===== config.mk =====
export PLATFORM = sky130hd
export DESIGN_NAME = axi_mst
export DESIGN_NICKNAME = d
export VERILOG_FILES = /design/src/rtl/axi_mst.sv
export SDC_FILE = /design/constraint.sdc
export NUM_CORES = 1
export LEC_CHECK = 0
export BUFFER_PORTS_ARGS = -buffer_cell sky130_fd_sc_hd__buf_2
export CAP_MARGIN = 10
export CORE_AREA = 2 2 205 207
export DETAILED_ROUTE_END_ITERATION = 8
export DIE_AREA = 0 0 207 209
export PLACE_DENSITY = 0.44
export SLEW_MARGIN = 20
export SYNTH_ARGS = -nofsm -noshare
export SYNTH_HDL_FRONTEND = slang
export SYNTH_SLANG_ARGS = --single-unit

===== constraint.sdc =====
create_clock -name i_clk -period 1.5 [get_ports i_clk]
set_input_delay 0.3 -clock i_clk [delete_from_list [all_inputs] [get_ports i_clk]]
set_output_delay 0.3 -clock i_clk [all_outputs]
set_load 0.05 [all_outputs]

===== src/rtl/axi_mst.sv =====
// Single-beat AXI4 master: one request in, one AXI read or write out, one response back.
// Optional watchdog enabled by defining AXI_MST_TIMEOUT_EN.
package types_amba_pkg;
  localparam int CFG_SYSBUS_ADDR_BITS  = 48;
  localparam int CFG_SYSBUS_DATA_BITS  = 64;
  localparam int CFG_SYSBUS_DATA_BYTES = 8;
  localparam int CFG_SYSBUS_ID_BITS    = 5;
  localparam int CFG_SYSBUS_USER_BITS  = 1;

  localparam logic [1:0] AXI_BURST_INCR = 2'b01;
  localparam logic [1:0] AXI_RESP_OKAY   = 2'b00;
  localparam logic [1:0] AXI_RESP_EXOKAY = 2'b01;
  localparam logic [1:0] AXI_RESP_SLVERR = 2'b10;
  localparam logic [1:0] AXI_RESP_DECERR = 2'b11;

  typedef struct packed {
    logic [CFG_SYSBUS_ADDR_BITS-1:0] addr;
    logic [7:0]                      len;
    logic [2:0]                      size;
    logic [1:0]                      burst;
    logic                            lock;
    logic [3:0]                      cache;
    logic [2:0]                      prot;
    logic [3:0]                      qos;
    logic [3:0]                      region;
  } axi4_metadata_type;

  typedef struct packed {
    logic                             aw_valid;
    axi4_metadata_type                aw_bits;
    logic [CFG_SYSBUS_ID_BITS-1:0]    aw_id;
    logic [CFG_SYSBUS_USER_BITS-1:0]  aw_user;
    logic                             w_valid;
    logic [CFG_SYSBUS_DATA_BITS-1:0]  w_data;
    logic                             w_last;
    logic [CFG_SYSBUS_DATA_BYTES-1:0] w_strb;
    logic [CFG_SYSBUS_USER_BITS-1:0]  w_user;
    logic                             b_ready;
    logic                             ar_valid;
    axi4_metadata_type                ar_bits;
    logic [CFG_SYSBUS_ID_BITS-1:0]    ar_id;
    logic [CFG_SYSBUS_USER_BITS-1:0]  ar_user;
    logic                             r_ready;
  } axi4_master_out_type;

  typedef struct packed {
    logic                            aw_ready;
    logic                            w_ready;
    logic                            b_valid;
    logic [1:0]                      b_resp;
    logic [CFG_SYSBUS_ID_BITS-1:0]   b_id;
    logic [CFG_SYSBUS_USER_BITS-1:0] b_user;
    logic                            ar_ready;
    logic                            r_valid;
    logic [1:0]                      r_resp;
    logic [CFG_SYSBUS_DATA_BITS-1:0] r_data;
    logic                            r_last;
    logic [CFG_SYSBUS_ID_BITS-1:0]   r_id;
    logic [CFG_SYSBUS_USER_BITS-1:0] r_user;
  } axi4_master_in_type;
endpackage

module axi_mst
  import types_amba_pkg::*;
#(
  parameter int          id             = 0,
  parameter int unsigned timeout_cycles = 1024
) (
  input  logic                             i_clk,
  input  logic                             i_nrst,
  input  axi4_master_in_type               i_xmsti,
  output axi4_master_out_type              o_xmsto,
  input  logic                             i_req_valid,
  output logic                             o_req_ready,
  input  logic [CFG_SYSBUS_ADDR_BITS-1:0]  i_req_addr,
  input  logic                             i_req_write,
  input  logic [2:0]                       i_req_size,
  input  logic [CFG_SYSBUS_DATA_BITS-1:0]  i_req_wdata,
  input  logic [CFG_SYSBUS_DATA_BYTES-1:0] i_req_wstrb,
  output logic                             o_resp_valid,
  output logic [CFG_SYSBUS_DATA_BITS-1:0]  o_resp_rdata,
  output logic                             o_resp_err,
  input  logic                             i_resp_ready
);

  localparam logic [2:0] ST_IDLE = 3'd0;
  localparam logic [2:0] ST_AR   = 3'd1;
  localparam logic [2:0] ST_R    = 3'd2;
  localparam logic [2:0] ST_AWW  = 3'd3;
  localparam logic [2:0] ST_B    = 3'd4;
  localparam logic [2:0] ST_RESP = 3'd5;

  logic [2:0]                       r_state;
  logic [2:0]                       w_state_next;
  logic                             r_ar_valid;
  logic                             r_aw_valid;
  logic                             r_w_valid;
  logic                             r_r_ready;
  logic                             r_b_ready;
  logic [CFG_SYSBUS_ADDR_BITS-1:0]  r_addr;
  logic [2:0]                       r_size;
  logic [CFG_SYSBUS_DATA_BITS-1:0]  r_wdata;
  logic [CFG_SYSBUS_DATA_BYTES-1:0] r_wstrb;
  logic                             r_req_ready;
  logic                             r_resp_valid;
  logic [CFG_SYSBUS_DATA_BITS-1:0]  r_resp_rdata;
  logic                             r_resp_err;

  logic w_accept;
  logic w_aw_done;
  logic w_w_done;
  logic w_wait;
  logic w_timeout;

  assign w_accept  = (r_state == ST_IDLE) && i_req_valid && r_req_ready;
  assign w_aw_done = !r_aw_valid || i_xmsti.aw_ready;
  assign w_w_done  = !r_w_valid || i_xmsti.w_ready;
  assign w_wait    = (r_state == ST_AR) || (r_state == ST_R) ||
                     (r_state == ST_AWW) || (r_state == ST_B);

`ifdef AXI_MST_TIMEOUT_EN
  localparam logic [15:0] TIMEOUT_LAST = 16'(timeout_cycles - 1);
  logic [15:0] r_wdog;

  // The timeout fires on the edge that ends the timeout_cycles-th waiting clock.
  assign w_timeout = w_wait && (r_wdog == TIMEOUT_LAST);

  always_ff @(posedge i_clk or negedge i_nrst) begin
    if (!i_nrst) begin
      r_wdog <= '0;
    end else if (!w_wait || (w_state_next != r_state)) begin
      r_wdog <= '0;
    end else begin
      r_wdog <= r_wdog + 16'd1;
    end
  end
`else
  logic w_unused_cfg;
  assign w_timeout    = 1'b0;
  assign w_unused_cfg = (timeout_cycles == 32'd0);
`endif

  always_comb begin
    // NOTE: default first so every path assigns w_state_next and no latch is inferred.
    w_state_next = r_state;
    case (r_state)
      ST_IDLE: if (w_accept) w_state_next = i_req_write ? ST_AWW : ST_AR;
      ST_AR:   if (i_xmsti.ar_ready) w_state_next = ST_R;
      ST_R:    if (i_xmsti.r_valid) w_state_next = ST_RESP;
      ST_AWW:  if (w_aw_done && w_w_done) w_state_next = ST_B;
      ST_B:    if (i_xmsti.b_valid) w_state_next = ST_RESP;
      ST_RESP: if (i_resp_ready) w_state_next = ST_IDLE;
      default: w_state_next = ST_IDLE;
    endcase
    if (w_timeout) w_state_next = ST_RESP;
  end

  always_ff @(posedge i_clk or negedge i_nrst) begin
    if (!i_nrst) begin
      // NOTE: the request/response datapath is reset too; it is a handful of flops, not a memory.
      r_state      <= ST_IDLE;
      r_ar_valid   <= 1'b0;
      r_aw_valid   <= 1'b0;
      r_w_valid    <= 1'b0;
      r_r_ready    <= 1'b0;
      r_b_ready    <= 1'b0;
      r_addr       <= '0;
      r_size       <= '0;
      r_wdata      <= '0;
      r_wstrb      <= '0;
      r_req_ready  <= 1'b0;
      r_resp_valid <= 1'b0;
      r_resp_rdata <= '0;
      r_resp_err   <= 1'b0;
    end else begin
      // NOTE: non-blocking assignments, so every branch sees pre-edge state.
      r_state <= w_state_next;
      case (r_state)
        ST_IDLE: begin
          if (w_accept) begin
            r_req_ready <= 1'b0;
            r_addr      <= i_req_addr;
            r_size      <= i_req_size;
            r_wdata     <= i_req_wdata;
            r_wstrb     <= i_req_wstrb;
            if (i_req_write) begin
              r_aw_valid <= 1'b1;
              r_w_valid  <= 1'b1;
            end else begin
              r_ar_valid <= 1'b1;
            end
          end else begin
            r_req_ready <= 1'b1;
          end
        end
        ST_AR: begin
          if (i_xmsti.ar_ready) begin
            r_ar_valid <= 1'b0;
            r_r_ready  <= 1'b1;
          end
        end
        ST_R: begin
          if (i_xmsti.r_valid) begin
            r_r_ready    <= 1'b0;
            r_resp_valid <= 1'b1;
            r_resp_rdata <= i_xmsti.r_data;
            r_resp_err   <= i_xmsti.r_resp[1];
          end
        end
        ST_AWW: begin
          if (i_xmsti.aw_ready) r_aw_valid <= 1'b0;
          if (i_xmsti.w_ready)  r_w_valid  <= 1'b0;
          if (w_aw_done && w_w_done) r_b_ready <= 1'b1;
        end
        ST_B: begin
          if (i_xmsti.b_valid) begin
            r_b_ready    <= 1'b0;
            r_resp_valid <= 1'b1;
            r_resp_rdata <= '0;
            r_resp_err   <= i_xmsti.b_resp[1];
          end
        end
        ST_RESP: begin
          if (i_resp_ready) begin
            r_resp_valid <= 1'b0;
            r_req_ready  <= 1'b1;
          end
        end
        default: begin
          r_ar_valid   <= 1'b0;
          r_aw_valid   <= 1'b0;
          r_w_valid    <= 1'b0;
          r_r_ready    <= 1'b0;
          r_b_ready    <= 1'b0;
          r_req_ready  <= 1'b0;
          r_resp_valid <= 1'b0;
        end
      endcase
      // Watchdog abort overrides whatever handshake the waiting state saw.
      if (w_timeout) begin
        r_ar_valid   <= 1'b0;
        r_aw_valid   <= 1'b0;
        r_w_valid    <= 1'b0;
        r_r_ready    <= 1'b0;
        r_b_ready    <= 1'b0;
        r_resp_valid <= 1'b1;
        r_resp_rdata <= '0;
        r_resp_err   <= 1'b1;
      end
    end
  end

  always_comb begin
    o_xmsto                = '0;
    o_xmsto.ar_valid       = r_ar_valid;
    o_xmsto.ar_bits.addr   = r_addr;
    o_xmsto.ar_bits.size   = r_size;
    o_xmsto.ar_bits.burst  = AXI_BURST_INCR;
    o_xmsto.ar_id          = CFG_SYSBUS_ID_BITS'(id);
    o_xmsto.r_ready        = r_r_ready;
    o_xmsto.aw_valid       = r_aw_valid;
    o_xmsto.aw_bits.addr   = r_addr;
    o_xmsto.aw_bits.size   = r_size;
    o_xmsto.aw_bits.burst  = AXI_BURST_INCR;
    o_xmsto.aw_id          = CFG_SYSBUS_ID_BITS'(id);
    o_xmsto.w_valid        = r_w_valid;
    o_xmsto.w_data         = r_wdata;
    o_xmsto.w_strb         = r_wstrb;
    o_xmsto.w_last         = 1'b1;
    o_xmsto.b_ready        = r_b_ready;
  end

  assign o_req_ready  = r_req_ready;
  assign o_resp_valid = r_resp_valid;
  assign o_resp_rdata = r_resp_rdata;
  assign o_resp_err   = r_resp_err;

  // Response fields the master does not need (ids, user, last, low resp bit).
  logic w_unused;
  assign w_unused = ^{i_xmsti.b_resp[0], i_xmsti.b_id, i_xmsti.b_user,
                      i_xmsti.r_resp[0], i_xmsti.r_last, i_xmsti.r_id, i_xmsti.r_user};

endmodule


==> reports/results.txt <==
RR Endpoint - o_resp_rdata[53]$_DFFE_PN0P_
layout cells sized above 1 - 35.13%
Final Util - 31.76%
IO Pins - 526
vias in the first global route - 7,988
status - complete, no violations
clk sinks - 198
Lkg Pwr - 0.007392 uW
Layout Cells excl Fill - 2,066
Max Cap Viol - 0
pwr dens - 2600 nW/um^2
first drt pass iteration count - 4
CTS max path bufs - 2
Post-Synthesis Cells - 1,001
overall routing resource usage - 13.20%
remaining antenna violation count - 0
critical path class - flip-flop to primary output
crit path time final - 1.447 ns
R2R cell count - 5
Worst Slack Setup Final - 0.05284 ns
Hold Crit Class - input pin to flip-flop
RSZ-0062 raised after global routing - true
Chip Width - 207 um
Worst Path Buf+Inv - 1
slowest CP cell - dfrtp_1
clk_skew - 0.009466 ns
htree depth - 4
reg-to-reg setup timing slack - 0.06 ns
commonest non-fill, non-tap cell in the layout - nand2_1
most frequent cells in the layout - nand2_1 (504), buf_2 (422), dfrtp_1 (195)
Via Count - 7,911
WHS Endpoint - r_addr[25]$_DFFE_PN0P_
placed insts - 1,922
syn avg cell area - 8.722 um^2
total congestion overflow - 0
Worst R2R Start - r_state[1]$_DFFE_PN0P_
die area - 43,260 um^2
synth unique cells - 31
initial antenna violation count - 3
worst endpoint required time - 1.20 ns
hold path startpoint - i_req_addr[25]
Port Buffer Count - 444
worst hold path depth - 3
post-synthesis sequential area ratio - 56.75%
fin nets - 1,725
synth warn - 0
final wirelength - 28,240 um
core area - 41,290 um^2
vias per inst - 3.829
CP endpoint kind - primary output
final hold vios - 0
Crit path largest cell delay - 0.40 ns
wire length of the first global-routing pass - 44,710 um
Max Clk Rate - 691.0 MHz
area growth from synthesis to layout - 50.19%
Skew-Pair Late Insertion Delay - 0.46 ns
GPL Wtd Cong - 0.7813
largest net degree at the start of global routing - 57
crit path DAT - 1.15 ns
initial cell density of the core - 21.15%
Mapped Area - 8731 um^2
Die H - 209 um
Final Hold Slack - 0.04876 ns
CTS tree - yes
hpwl dp - 20,990 um
Peak VDD IR - 1.138 mV
Rows - 75
Design Power - 34,090 uW
DR iter-0 viols - 328
DP Worst Slack - -0.007081 ns
CTS buffer count - 17
crit path launch type - flip-flop
fin crit share - 96.48%
Root Driver - clkbuf_16
synthesized flop and latch total - 198
CTS clk-pin slew, worst paths - 0.07 ns
CP Cell Sequence - buf_2
Final Max Tran Viols - 0
Residual DRC - 0
Avg WL per Cell - 13.67 um
Top Family by Delay on Critical Path - flip-flops
fill count - 4,382
largest fanout on the critical path - 3
final setup fails - 0
==> sequential cells by signal, summed over array words and instances (netlist names) <==
name	count
r_aw_valid	1
r_r_ready	1
o_req_ready	1
r_b_ready	1
r_state	3
r_addr	48
o_resp_err	1
o_resp_rdata	64
o_resp_valid	1
r_w_valid	1
r_wdata	64
r_size	3
r_wstrb	8
r_ar_valid	1
==> final cells by class <==
cell class	count	area, um^2	area share, %
clock buffer	18	429.2	3.273
clock inverter	13	191.4	1.460
timing repair buffer	601	4015	30.62
inverter	7	26.28	0.2004
sequential	198	4959	37.81
tap	539	674.4	5.143
multi-input combinational	686	2808	21.41
antenna	4	10.01	0.07634
==> worst max-delay path by stage <==
stage	from	endpoint	cells after the start
floorplan	o_req_ready$_DFFE_PN0P_	r_wdata[10]$_DFFE_PN0P_	6
global placement	r_state[1]$_DFFE_PN0P_	o_resp_rdata[31]$_DFFE_PN0P_	7
detailed placement	r_state[1]$_DFFE_PN0P_	o_resp_rdata[31]$_DFFE_PN0P_	7
CTS	r_addr[27]$_DFFE_PN0P_	o_xmsto[223]	1
global route	r_state[1]$_DFFE_PN0P_	o_resp_rdata[25]$_DFFE_PN0P_	5
finish	r_addr[20]$_DFFE_PN0P_	o_xmsto[216]	1
==> metal layers <==
layer / track usage [%] / wire [um] / vias up
met5: 0 / 0 / -
met4: 4.901 / 556 / 0
met3: 4.674 / 2188 / 28
met2: 22.09 / 13770 / 325
met1: 15.57 / 11730 / 3616
li1: - / - / 3942
==> power breakdown <==
part	switching, uW	internal (uW)	total (uW)	leakage, uW
clock network	2210	2810	5020	0.000294
registers	1440	7710	9150	0.00249
logic	15200	4680	19900	0.00461
==> cells in the mapped netlist <==
cell type	count	area share, %
nor2_1	9	0.39
o311ai_0	1	0.10
buf_2	24	1.4
o2bb2ai_1	1	0.10
conb_1	2	0.086
o22ai_1	2	0.14
o221ai_1	1	0.10
buf_4	125	11
o21ai_0	43	2.5
a22o_1	1	0.10
and3_1	1	0.072
o211ai_1	2	0.17
o21a_1	1	0.086
a311oi_1	1	0.10
a31oi_1	1	0.072
dfrtp_1	198	57
nand4_1	1	0.072
nand3_2	1	0.11
nand2b_1	1	0.072
mux2i_1	1	0.11
nor2b_4	1	0.16
a21o_1	2	0.17
nand3b_1	2	0.17
buf_6	8	1.0
nor2b_1	2	0.14
clkbuf_1	17	0.73
a221oi_1	2	0.20
o21ai_1	26	1.5
nand2_1	507	22
a21oi_1	10	0.57
inv_1	7	0.30
==> cells by family (layout without fill, tap and decap cells) <==
kind of cell | count (synthesis) | in the layout | synth area share [%]
compound gates | 94 | 94 | 5.876
buf+inv | 181 | 639 | 14.19
flops | 198 | 198 | 56.75
mux | 1 | 1 | 0.1147
other cells | 2 | 70 | 0.08602
simple gates | 525 | 525 | 22.99
==> through the flow <==
| stage | setup TNS, ns | cell area [um^2] |
|---|---|---|
| after global routing | -1.256 | 13110 |
| final | 0 | 13110 |
| after detailed placement | -0.007081 | 11300 |
| after global placement | 0 | 11300 |
| after CTS | -0.1264 | 13050 |
| after floorplan | 0 | 8972 |
==> timing repair <==
| action | 4_1_cts | 5_1_grt |
|---|---|---|
| buffers inserted | 0 | 2 |
| endpoints found under the hold margin | 154 | 0 |
| endpoints found under the setup margin | 32 | 134 |
| hold buffers | 107 | 0 |
| pin swaps | 0 | 1 |
| resized for setup | 22 | 20 |
Power figures use the tool's default switching activity.
